`src/rtl/calc_cmd_scheduler_if.sv`:
```
`default_nettype none
// ============================================================================
// Module   : calc_cmd_scheduler_if
// Brief    : req/ack command channel between the scheduler and the ALU
// Revision : 1.0 - initial release
// ============================================================================
interface calc_cmd_scheduler_if;
  logic        alu_req;
  logic [2:0]  alu_op;
  logic [15:0] alu_operand;
  logic        alu_ack;
  logic        alu_err;
  logic [15:0] alu_result;

  modport master (
    output alu_req, alu_op, alu_operand,
    input  alu_ack, alu_err, alu_result
  );

  modport slave (
    input  alu_req, alu_op, alu_operand,
    output alu_ack, alu_err, alu_result
  );
endinterface
`default_nettype wire

```
`src/rtl/calc_cmd_scheduler.sv`:
```
`default_nettype none
// ============================================================================
// Module   : calc_cmd_scheduler
// Brief    : button debounce, press capture, priority queueing and ALU issue
// Revision : 1.0 - initial release
// ============================================================================
module calc_cmd_scheduler #(
  parameter int DEBOUNCE_CYCLES = 1000000,
  parameter int BLINK_DIV       = 33554432,
  parameter int BLINK_TOGGLES   = 10,
  parameter int FIFO_DEPTH      = 4
) (
  input  logic                        clk,
  input  logic                        rst,
  input  logic [15:0]                 sw,
  input  logic                        btnC,
  input  logic                        btnD,
  input  logic                        btnU,
  input  logic                        btnL,
  input  logic                        btnR,
  calc_cmd_scheduler_if.master        alu,
  output logic [15:0]                 led,
  output logic                        busy,
  output logic                        err_active
);
  localparam int NBTN  = 5;
  localparam int DB_W  = $clog2(DEBOUNCE_CYCLES + 1);
  localparam int BL_W  = $clog2(BLINK_DIV + 1);
  localparam int TG_W  = $clog2(BLINK_TOGGLES + 1);
  localparam int PTR_W = (FIFO_DEPTH > 1) ? $clog2(FIFO_DEPTH) : 1;
  localparam int CNT_W = PTR_W + 1;
  localparam logic [DB_W-1:0]  DB_LAST   = DB_W'(DEBOUNCE_CYCLES - 1);
  localparam logic [BL_W-1:0]  BL_LAST   = BL_W'(BLINK_DIV - 1);
  localparam logic [TG_W-1:0]  TG_LAST   = TG_W'(BLINK_TOGGLES - 1);
  localparam logic [CNT_W-1:0] FIFO_FULL = CNT_W'(FIFO_DEPTH);

  typedef enum logic [1:0] {
    S_IDLE  = 2'd0,
    S_ISSUE = 2'd1,
    S_ERR   = 2'd2
  } state_t;

  state_t            r_state, w_next;
  logic [NBTN-1:0]   w_raw, r_deb, w_press, r_pend, w_accept, w_clr;
  logic [DB_W-1:0]   r_db_cnt [NBTN];
  logic [15:0]       r_slot   [NBTN];
  logic [2:0]        w_sel;
  logic              w_push, w_pop, w_flush, w_full, w_tick;
  logic [2:0]        r_fifo_op  [FIFO_DEPTH];
  logic [15:0]       r_fifo_opd [FIFO_DEPTH];
  logic [PTR_W-1:0]  r_wr, r_rd;
  logic [CNT_W-1:0]  r_count;
  logic [BL_W-1:0]   r_blink_cnt;
  logic [TG_W-1:0]   r_toggles;

  // Bit index doubles as opcode: C=LOAD .. R=DIV, lowest index wins arbitration
  assign w_raw = {btnR, btnL, btnU, btnD, btnC};

  always_ff @(posedge clk) begin
    if (rst) begin
      r_deb <= '0;
      for (int i = 0; i < NBTN; i++) r_db_cnt[i] <= '0;
    end else begin
      for (int i = 0; i < NBTN; i++) begin
        if (w_raw[i] != r_deb[i]) begin
          if (r_db_cnt[i] == DB_LAST) begin
            r_deb[i]    <= w_raw[i];
            r_db_cnt[i] <= '0;
          end else begin
            r_db_cnt[i] <= r_db_cnt[i] + DB_W'(1);
          end
        end else begin
          r_db_cnt[i] <= '0;
        end
      end
    end
  end

  always_comb begin
    w_press = '0;
    for (int i = 0; i < NBTN; i++)
      w_press[i] = w_raw[i] & ~r_deb[i] & (r_db_cnt[i] == DB_LAST);
  end

  always_comb begin
    w_sel = '0;
    for (int i = NBTN - 1; i >= 0; i--)
      if (r_pend[i]) w_sel = 3'(i);
  end

  assign w_full   = (r_count == FIFO_FULL);
  assign w_push   = (|r_pend) && !w_full && (r_state != S_ERR);
  assign w_accept = w_press & ~r_pend & {NBTN{r_state != S_ERR}};
  assign w_clr    = w_push ? (NBTN'(1) << w_sel) : '0;

  always_ff @(posedge clk) begin
    if (rst || w_flush) begin
      r_pend <= '0;
    end else begin
      r_pend <= (r_pend & ~w_clr) | w_accept;
    end
    if (rst) begin
      for (int i = 0; i < NBTN; i++) r_slot[i] <= '0;
    end else begin
      for (int i = 0; i < NBTN; i++)
        if (w_accept[i]) r_slot[i] <= sw;
    end
  end

  // Pointer wrap relies on FIFO_DEPTH being a power of two
  always_ff @(posedge clk) begin
    if (rst || w_flush) begin
      r_wr    <= '0;
      r_rd    <= '0;
      r_count <= '0;
    end else begin
      if (w_push) begin
        r_fifo_op[r_wr]  <= w_sel;
        r_fifo_opd[r_wr] <= r_slot[w_sel];
        r_wr             <= r_wr + PTR_W'(1);
      end
      if (w_pop) r_rd <= r_rd + PTR_W'(1);
      case ({w_push, w_pop})
        2'b10:   r_count <= r_count + CNT_W'(1);
        2'b01:   r_count <= r_count - CNT_W'(1);
        default: r_count <= r_count;
      endcase
    end
  end

  always_ff @(posedge clk) begin
    if (rst) r_state <= S_IDLE;
    else     r_state <= w_next;
  end

  always_comb begin
    w_next  = r_state;
    w_pop   = 1'b0;
    w_flush = 1'b0;
    w_tick  = 1'b0;
    case (r_state)
      S_IDLE: begin
        if (r_count != '0) begin
          w_pop  = 1'b1;
          w_next = S_ISSUE;
        end
      end
      S_ISSUE: begin
        if (alu.alu_ack) begin
          if (alu.alu_err) begin
            w_flush = 1'b1;
            w_next  = S_ERR;
          end else begin
            w_next  = S_IDLE;
          end
        end
      end
      S_ERR: begin
        if (r_blink_cnt == BL_LAST) begin
          w_tick = 1'b1;
          if (r_toggles == TG_LAST) w_next = S_IDLE;
        end
      end
      default: w_next = S_IDLE;
    endcase
  end

  always_ff @(posedge clk) begin
    if (rst) begin
      alu.alu_req     <= 1'b0;
      alu.alu_op      <= '0;
      alu.alu_operand <= '0;
      led             <= '0;
      r_blink_cnt     <= '0;
      r_toggles       <= '0;
    end else begin
      if (w_pop) begin
        alu.alu_req     <= 1'b1;
        alu.alu_op      <= r_fifo_op[r_rd];
        alu.alu_operand <= r_fifo_opd[r_rd];
      end else if (r_state == S_ISSUE && alu.alu_ack) begin
        alu.alu_req <= 1'b0;
        if (!alu.alu_err) led <= alu.alu_result;
      end
      // An even number of inversions leaves the last good value on the display
      if (w_flush) begin
        r_blink_cnt <= '0;
        r_toggles   <= '0;
      end else if (r_state == S_ERR) begin
        if (w_tick) begin
          r_blink_cnt <= '0;
          r_toggles   <= r_toggles + TG_W'(1);
          led         <= ~led;
        end else begin
          r_blink_cnt <= r_blink_cnt + BL_W'(1);
        end
      end
    end
  end

  assign busy       = (r_count != '0) || (|r_pend) || (r_state != S_IDLE);
  assign err_active = (r_state == S_ERR);

endmodule
`default_nettype wire

```
`src/flat_wrapper.sv`:
```
// flat-port wrapper written by rule: the top's interface ports become plain ports
module calc_cmd_scheduler_flat 
#(
  parameter int DEBOUNCE_CYCLES = 1000000,
  parameter int BLINK_DIV       = 33554432,
  parameter int BLINK_TOGGLES   = 10,
  parameter int FIFO_DEPTH      = 4
)
  (clk, rst, sw, btnC, btnD, btnU, btnL, btnR, led, busy, err_active, alu_alu_req, alu_alu_op, alu_alu_operand, alu_alu_ack, alu_alu_err, alu_alu_result);
  calc_cmd_scheduler_if alu_i ();
  input  logic clk;
  input  logic rst;
  input  logic [15:0] sw;
  input  logic btnC;
  input  logic btnD;
  input  logic btnU;
  input  logic btnL;
  input  logic btnR;
  output logic [15:0] led;
  output logic busy;
  output logic err_active;
  output wire logic [$bits(alu_i.alu_req)-1:0] alu_alu_req;
  output wire logic [$bits(alu_i.alu_op)-1:0] alu_alu_op;
  output wire logic [$bits(alu_i.alu_operand)-1:0] alu_alu_operand;
  input wire logic [$bits(alu_i.alu_ack)-1:0] alu_alu_ack;
  input wire logic [$bits(alu_i.alu_err)-1:0] alu_alu_err;
  input wire logic [$bits(alu_i.alu_result)-1:0] alu_alu_result;
  assign alu_alu_req = alu_i.alu_req;
  assign alu_alu_op = alu_i.alu_op;
  assign alu_alu_operand = alu_i.alu_operand;
  assign alu_i.alu_ack = alu_alu_ack;
  assign alu_i.alu_err = alu_alu_err;
  assign alu_i.alu_result = alu_alu_result;
  calc_cmd_scheduler #(.DEBOUNCE_CYCLES(DEBOUNCE_CYCLES), .BLINK_DIV(BLINK_DIV), .BLINK_TOGGLES(BLINK_TOGGLES), .FIFO_DEPTH(FIFO_DEPTH)) u_core (.clk(clk), .rst(rst), .sw(sw), .btnC(btnC), .btnD(btnD), .btnU(btnU), .btnL(btnL), .btnR(btnR), .alu(alu_i), .led(led), .busy(busy), .err_active(err_active));
endmodule
```
`config.mk`:
```
export PLATFORM = sky130hd
export DESIGN_NAME = calc_cmd_scheduler_flat
export DESIGN_NICKNAME = d
export VERILOG_FILES = /design/src/rtl/calc_cmd_scheduler_if.sv /design/src/rtl/calc_cmd_scheduler.sv /design/src/flat_wrapper.sv
export SDC_FILE = /design/constraint.sdc
export NUM_CORES = 1
export LEC_CHECK = 0
export CORE_MARGIN = 4
export CORE_UTILIZATION = 48
export DETAILED_ROUTE_END_ITERATION = 7
export GPL_TIMING_DRIVEN = 0
export PLACE_DENSITY = 0.75
export SETUP_SLACK_MARGIN = 0.02
export SKIP_CTS_REPAIR_TIMING = 1
export SKIP_LAST_GASP = 1
export SYNTH_ARGS = -nofsm -noshare
export SYNTH_HDL_FRONTEND = slang
export SYNTH_SLANG_ARGS = --single-unit
```
`constraint.sdc`:
```
create_clock -name clk -period 3.18 [get_ports clk]
set_input_delay 0.318 -clock clk [delete_from_list [all_inputs] [get_ports clk]]
set_output_delay 0.318 -clock clk [all_outputs]
set_load 0.02 [all_outputs]
```
Word level (Yosys, flattened, before mapping)
Memories as Yosys holds them, arrays and structs flattened. A register that Yosys moved wholly into a read port is not among the register bits.
Cells that the tools add are included.
- output and inout port bits: 38
- bits of input ports: 41
- bits in registers: 66
- memories kept: 4
- RAM bits: 256
- logic and storage cells: 239
- reduce and logical (&&, ||, !) cells: 21
- $add $sub $neg: 11
- shift-type cells: 1
- eq/ne operators: 22
- bitwise gates (word level): 42
- multiplexer cells: 124
- memories (memory ; words ; width ; rd ports ; clocked after memory_dff ; wr ports ; line ; RTL):
    u_core.r_db_cnt ; 5 ; 20 ; 5 ; 0 ; 5 ; calc_cmd_scheduler.sv:45 ; logic [DB_W-1:0] r_db_cnt [NBTN];
    u_core.r_slot ; 5 ; 16 ; 1 ; 0 ; 5 ; calc_cmd_scheduler.sv:46 ; logic [15:0] r_slot [NBTN];
    u_core.r_fifo_opd ; 4 ; 16 ; 1 ; 1 ; 1 ; calc_cmd_scheduler.sv:50 ; logic [15:0] r_fifo_opd [FIFO_DEPTH];
    u_core.r_fifo_op ; 4 ; 3 ; 1 ; 1 ; 1 ; calc_cmd_scheduler.sv:49 ; logic [2:0] r_fifo_op [FIFO_DEPTH];
- operators with widths (cell ; number):
    $mux 20 ; 15
    $mux 16 ; 11
    $add 20x1->20 const B ; 5
    $eq 20x20->1 const B ; 5
    $mux 1 ; 84
    $add 26x1->26 const B ; 1
    $eq 26x25->1 const B ; 1
    $mux 26 ; 1
    $or 1x1->1 ; 20
    $not 16->16 ; 1
    $and 5x5->5 ; 3
    $mux 3 ; 5
    $reduce_and 2->1 ; 6
    $and 1x1->1 ; 10
    $mux 2 ; 5
    $not 5->5 ; 2
    $ne 2x1->1 const B ; 3
    $pmux 2 s3 ; 1
    $pmux 3 s2 ; 1
    $reduce_bool 2->1 ; 3
    $mux 5 ; 1
    $ne 1x1->1 ; 5
    $not 1->1 ; 5
    $or 5x5->5 ; 1
    18 further kinds ; 26

Depth between registers and ports, before layout
- depth in word-level cells: 10
- depth in mapped cells: 11
- depth with buffers taken out: 10

Worst setup path before layout
OpenSTA, ideal clock, no wires.
- path type: reg2reg
- start: register u_core.r_state[0]
- end: register u_core.r_count[2]
- setup slack: 836 ps
- clock period less this slack: 2344 ps
- arrival time: 2274 ps
- cell stages (with the launch flop): 12
- cells stage by stage: dfxtp_1 -> nand2b_1 -> buf_6 -> inv_6 -> a31o_2 -> o21bai_1 -> ha_1 -> inv_1 -> fa_1 -> xor2_1 -> or3_1 -> a21oi_1
- longest elaborated chain between the ends: 4
- elaborated cells on any way between the ends: 11
- classes of those cells: eq/ne: 4; mux: 3; reduce/logical: 4
- RTL lines (what ; line ; RTL):
    from (decl) ; calc_cmd_scheduler.sv:43 ; state_t r_state, w_next;
    from (signal assigned) ; calc_cmd_scheduler.sv:133 ; else r_state <= w_next;
    $logic_not 2->1 / $ne 2x2->1 (equally long branches) ; calc_cmd_scheduler.sv:141, calc_cmd_scheduler.sv:92 ;
    $mux 1 / $logic_and 1x1->1 (equally long branches) ; calc_cmd_scheduler.sv:141, calc_cmd_scheduler.sv:92 ;
    $eq 2x1->1 / $eq 2x2->1 (equally long branches) ; calc_cmd_scheduler.sv:123 ; case ({w_push, w_pop})
    $pmux 3 s2 / $reduce_bool 2->1 (equally long branches) ; n/a ;
    to (signal assigned) ; calc_cmd_scheduler.sv:124 ; 2'b10: r_count <= r_count + CNT_W'(1);
    to (signal assigned) ; calc_cmd_scheduler.sv:125 ; 2'b01: r_count <= r_count - CNT_W'(1);
    to (signal assigned) ; calc_cmd_scheduler.sv:126 ; default: r_count <= r_count;
    to (decl) ; calc_cmd_scheduler.sv:52 ; logic [CNT_W-1:0] r_count;
Several ways; a longest one is shown, not always the timed one.
A chain may end at the register's enable or synchronous reset.

Worst setup path after layout
- start: register u_core.r_state[0]
- end: memory u_core.r_fifo_opd[2][7] (enable)
- longest elaborated chain between the ends: 5
- elaborated cells on any way between the ends: 8
- classes of those cells: eq/ne: 2; mux: 4; reduce/logical: 2
- RTL lines (what ; line ; RTL):
    $ne 2x2->1 / $eq 2x1->1 (equally long branches) ; calc_cmd_scheduler.sv:92, calc_cmd_scheduler.sv:141 ;
    $logic_and 1x1->1 / $mux 1 (equally long branches) ; calc_cmd_scheduler.sv:92, calc_cmd_scheduler.sv:141 ;
    $mux 1 / $logic_or 1x1->1 (equally long branches) ; calc_cmd_scheduler.sv:117, calc_cmd_scheduler.sv:112 ;
    $mux 1 (*) ; calc_cmd_scheduler.sv:112 ; if (rst || w_flush) begin
    $mux 1 (implied by the code) (*) ; calc_cmd_scheduler.sv:119 ; r_fifo_opd[r_wr] <= r_slot[w_sel];
    to (decl) ; calc_cmd_scheduler.sv:50 ;
Mark *: on every way between the ends. The rest lies on a longest branch, timed or not.

==> impl_summary.txt <==
----------------------------------------------------
[Status]
  Run status ... complete, no violations

[Min path]
  Hold/Removal Path Class ... in2reg
  Origin of the worst min-delay path ... alu_alu_result[7]

[Timing]
  Relative max-transition margin ... roughly 33%
  Setup repair after global routing missed its margin ... false
  Hold violation total from the final report ... 0
  Final period util ... 89.3%
  Worst Skew ... around 0.017 ns
  Total setup violations reported at the end of the flow ... 0
  Count of final max-slew check failures ... 0
  Maximum clock frequency ... 352 MHz
  Worst slew pin tran ... approximately 1 ns
  Post-layout minimum cycle time ... between 2 and 3 ns
  Setup_tns ... 0 ns

[Power]
  Overall power after layout ... 10100 uW
  Leakage ... 0.00611 uW
  Total power density per cell area ... 569 nW/um^2
  Worst IR Drop VDD ... 0.000465 V

[Setup path]
  Peak fanout along the critical path ... 19
  Chain of cells forming the critical path ... nand2b_1 > buf_6 > inv_6 > a31o_2 > o21bai_1 > nor2_1 > and2_1
  Nature of the critical path startpoint ... flip-flop
  Setup slack of the worst register-to-register path ... 0.34 ns
  CP startpoint ... u_core.r_state[0]
  Data arrival time at the worst-slack endpoint ... between 2 and 3 ns
  Slowest cell delay on critical path ... 0.83 ns
  RR Startpoint ... u_core.r_state[0]
  CP Data Required Time ... roughly 3.3 ns
  End of the worst register-to-register path ... u_core.r_fifo_opd[2][7]
  Startpoint-to-endpoint class of the critical path ... reg2reg
  Length in cells of the worst reg-to-reg path ... 7
  Critical path capture point type ... flip-flop
  Worst setup endpoint ... u_core.r_fifo_opd[2][7]
  Cell with the biggest individual delay on the critical path ... sky130_fd_sc_hd__and2_1

[Placement]
  Global placer's final weighted congestion ... approximately 0.82
  Post-Place Cell Area ... approximately 17000 um^2
  Detailed Place HPWL ... between 20000 and 25000 um
  Number of buffers added on ports ... roughly 80

[Cells and area]
  Ant diodes ... 0
  Layout cells sized above 1 ... between 6 and 7%
  Post-Route Utilization ... 58.2%
  Leading cell type in the layout, fill and taps excluded ... sky130_fd_sc_hd__edfxtp_1
  Fill count ... 2477
  Post-route design area ... ~18000 um^2
  Commonest cells after routing, fill and taps aside ... 256 x sky130_fd_sc_hd__edfxtp_1, 184 x sky130_fd_sc_hd__nor2_1, 113 x sky130_fd_sc_hd__nand2_1, 100 x sky130_fd_sc_hd__conb_1, 85 x sky130_fd_sc_hd__dfxtp_1
  Number of nets in the layout ... about 1500
  Area overhead of the layout relative to synthesis ... 19.0%

[GRT]
  Initial antenna violation count ... 3
  Wire length of the first global-routing pass ... 48600 um
  Overall routing resource usage ... approximately 17%
  Vias in the first global route ... approximately 9800
  Global route overflow ... 0
  Pin count of the biggest net entering global routing ... 20

[Synthesis]
  EDFF count, synth ... 256
  Fraction of synthesized cell area taken by the top area cell type ... 51.3%
  Prevailing post-synth register cell ... sky130_fd_sc_hd__edfxtp_1
  Cell type with the largest total area after synthesis ... sky130_fd_sc_hd__edfxtp_1
  Number of different library cells in the post-synthesis netlist ... 52
  Share of flip-flops with an asynchronous set or reset ... 0%
  Average instance area after synthesis ... 12.0 um^2
  Sequential fraction of the synthesis area ... between 60% and 70%
  Seq cells post-synth ... 341
  Top area cells in the synthesized netlist ... sky130_fd_sc_hd__edfxtp_1 51%, sky130_fd_sc_hd__dfxtp_1 11%, sky130_fd_sc_hd__nor2_1 4.6%, sky130_fd_sc_hd__xor2_1 3.7%, sky130_fd_sc_hd__xnor2_1 3.2%
  Number of cells produced by synthesis ... between 1000 and 1500
  Yosys warning count ... 0
  Post-synthesis instance area ... roughly 15000 um^2

[Floorplan]
  Die X ... 185 um
  Boundary pin count ... roughly 80
  Effective utilization at floorplan ... 48.8%
  Floorplan die area ... ~34000 um^2
  Core Box Area ... 30700 um^2
  Row cnt ... 64
  Die span in y ... ~180 um

[Clock network]
  Clk pin slew, worst setup/hold paths ... 0.06 ns
  Clk Latency, worst-skew pair ... 0.51 ns
  H-Tree Depth ... 2
  Buffer type at the clock tree root ... sky130_fd_sc_hd__clkbuf_16
  # clock sinks ... between 300 and 400
  Clock tree buffer depth ... 3
  Clock tree from TritonCTS ... built
  Number of buffers inserted during clock tree synthesis ... 37

[Routing]
  Remaining routing DRC violations ... 0
  Average via count per standard cell ... about 5.3
  Pre-antenna DRT Iters ... 7
  DRT iter0 DRCs ... 615
  Detail-routed net length per standard cell ... approximately 16 um
  Via count of the routed design ... approximately 10000
  Post-detailed-routing wire length ... just under 30000 um
  Antenna-violating nets left ... 0

[Run]
  Number of violations of the max-capacitance limit ... 0

----------------------------------------------------
-- cells in the mapped netlist, types with 8 or more instances --
cell                          n
sky130_fd_sc_hd__nand4_1     33
sky130_fd_sc_hd__a21boi_2    10
sky130_fd_sc_hd__nor2_1     184
sky130_fd_sc_hd__nor4b_1      8
sky130_fd_sc_hd__nand2_1    113
sky130_fd_sc_hd__xor2_1      63
sky130_fd_sc_hd__and2_1      16
sky130_fd_sc_hd__mux4_2      19
sky130_fd_sc_hd__nor3_1      27
sky130_fd_sc_hd__xnor2_1     55
sky130_fd_sc_hd__and3_1      15
sky130_fd_sc_hd__a2bb2oi_1   15
sky130_fd_sc_hd__and4_1      16
sky130_fd_sc_hd__clkbuf_1    46
sky130_fd_sc_hd__inv_1       30
sky130_fd_sc_hd__nand3_1     52
sky130_fd_sc_hd__nand2b_1     9
sky130_fd_sc_hd__dfxtp_1     85
sky130_fd_sc_hd__edfxtp_1   256
sky130_fd_sc_hd__o21ai_0      9
sky130_fd_sc_hd__a31oi_1     17
sky130_fd_sc_hd__a21oi_1     49
sky130_fd_sc_hd__or3_1        9
sky130_fd_sc_hd__a222oi_1    16
sky130_fd_sc_hd__nor4_1      13
sky130_fd_sc_hd__ha_1        18
-- layout make-up --
| class | count | area, um^2 | share of cell area (%) |
|---|---|---|---|
| flip-flops and latches | 341 | 9390 | 52.6 |
| multi-input cells | 915 | 5600 | 31.4 |
| clock buffers | 49 | 992 | 5.56 |
| repair buffers | 78 | 781 | 4.38 |
| well taps | 396 | 495 | 2.78 |
| plain buffers | 59 | 244 | 1.37 |
| clock inverters | 16 | 213 | 1.19 |
| inverters | 31 | 121 | 0.681 |
-- worst max-delay path, delay by kind of cell (launching register included) --
family,cells,cell delay [ns]
AO/OA/AOI/OAI,2,0.55
buffers and inverters,2,0.21
flip-flops,1,0.44
AND/OR/NAND/NOR,3,1.23
-- metal layers --
layer / up-vias / GRT usage, % / share of wire (%) / wire [um]
met5: - / 0 / 0.11 / 32
met4: 6 / 4.11 / 1.8 / 533
met3: 43 / 3.43 / 5.4 / 1600
met2: 204 / 30.6 / 50 / 14800
met1: 4830 / 22.4 / 43 / 12600
li1: 4862 / - / - / -
-- cell families (layout without fill, tap and decap cells) --
family | count (synthesis) | in the layout | synth area share (%)
AO/OA/AOI/OAI | 132 | 132 | 6.17
flip-flops | 341 | 341 | 62.7
buffers and inverters | 90 | 233 | 2.44
other | 1 | 100 | 0.0250
multiplexers | 25 | 25 | 3.26
adder cells (fa/ha/maj) | 19 | 19 | 1.64
AND/OR/NAND/NOR | 521 | 521 | 16.9
XOR/XNOR | 118 | 118 | 6.90
-- report_power, final --
group	total [uW]	internal (uW)	switching, uW
clock network	4280	2610	1670
registers	5070	4940	123
logic	800	354	445
-- stage by stage --
stage                     hold slack (ns)  instances  setup slack, ns
after floorplan                     0.444       1346            0.836
after global placement              0.445       1820           0.0688
after detailed placement            0.448       1820           0.0413
after CTS                           0.432       1885            0.344
after global routing                0.436       1885            0.205
final                               0.447       1885            0.341
-- state kept, by name, summed over array words and instances (netlist names), 3 cells and up --
| register | flops |
|---|---|
| u_core.alu.alu_op | 3 |
| u_core.r_toggles | 4 |
| u_core.led | 16 |
| u_core.r_fifo_op | 12 |
| u_core.alu.alu_operand | 16 |
| u_core.r_fifo_opd | 64 |
| u_core.r_deb | 5 |
| u_core.r_db_cnt | 100 |
| u_core.r_pend | 5 |
| u_core.r_blink_cnt | 26 |
| u_core.r_slot | 80 |
| u_core.r_count | 3 |
-- worst min-delay path by stage --
stage                            endpoint  slack (ns)  depth (start not counted)
5_1_grt                     u_core.led[1]        0.44                          3
3_5_place_dp   u_core.alu.alu_operand[12]        0.45                          2
2_1_floorplan           u_core.r_state[0]        0.44                          1
6_report                    u_core.led[7]        0.45                          3
3_3_place_gp    u_core.alu.alu_operand[2]        0.45                          2
4_1_cts                     u_core.led[7]        0.43                          3
Note: power is estimated with default switching activity, not from simulation.
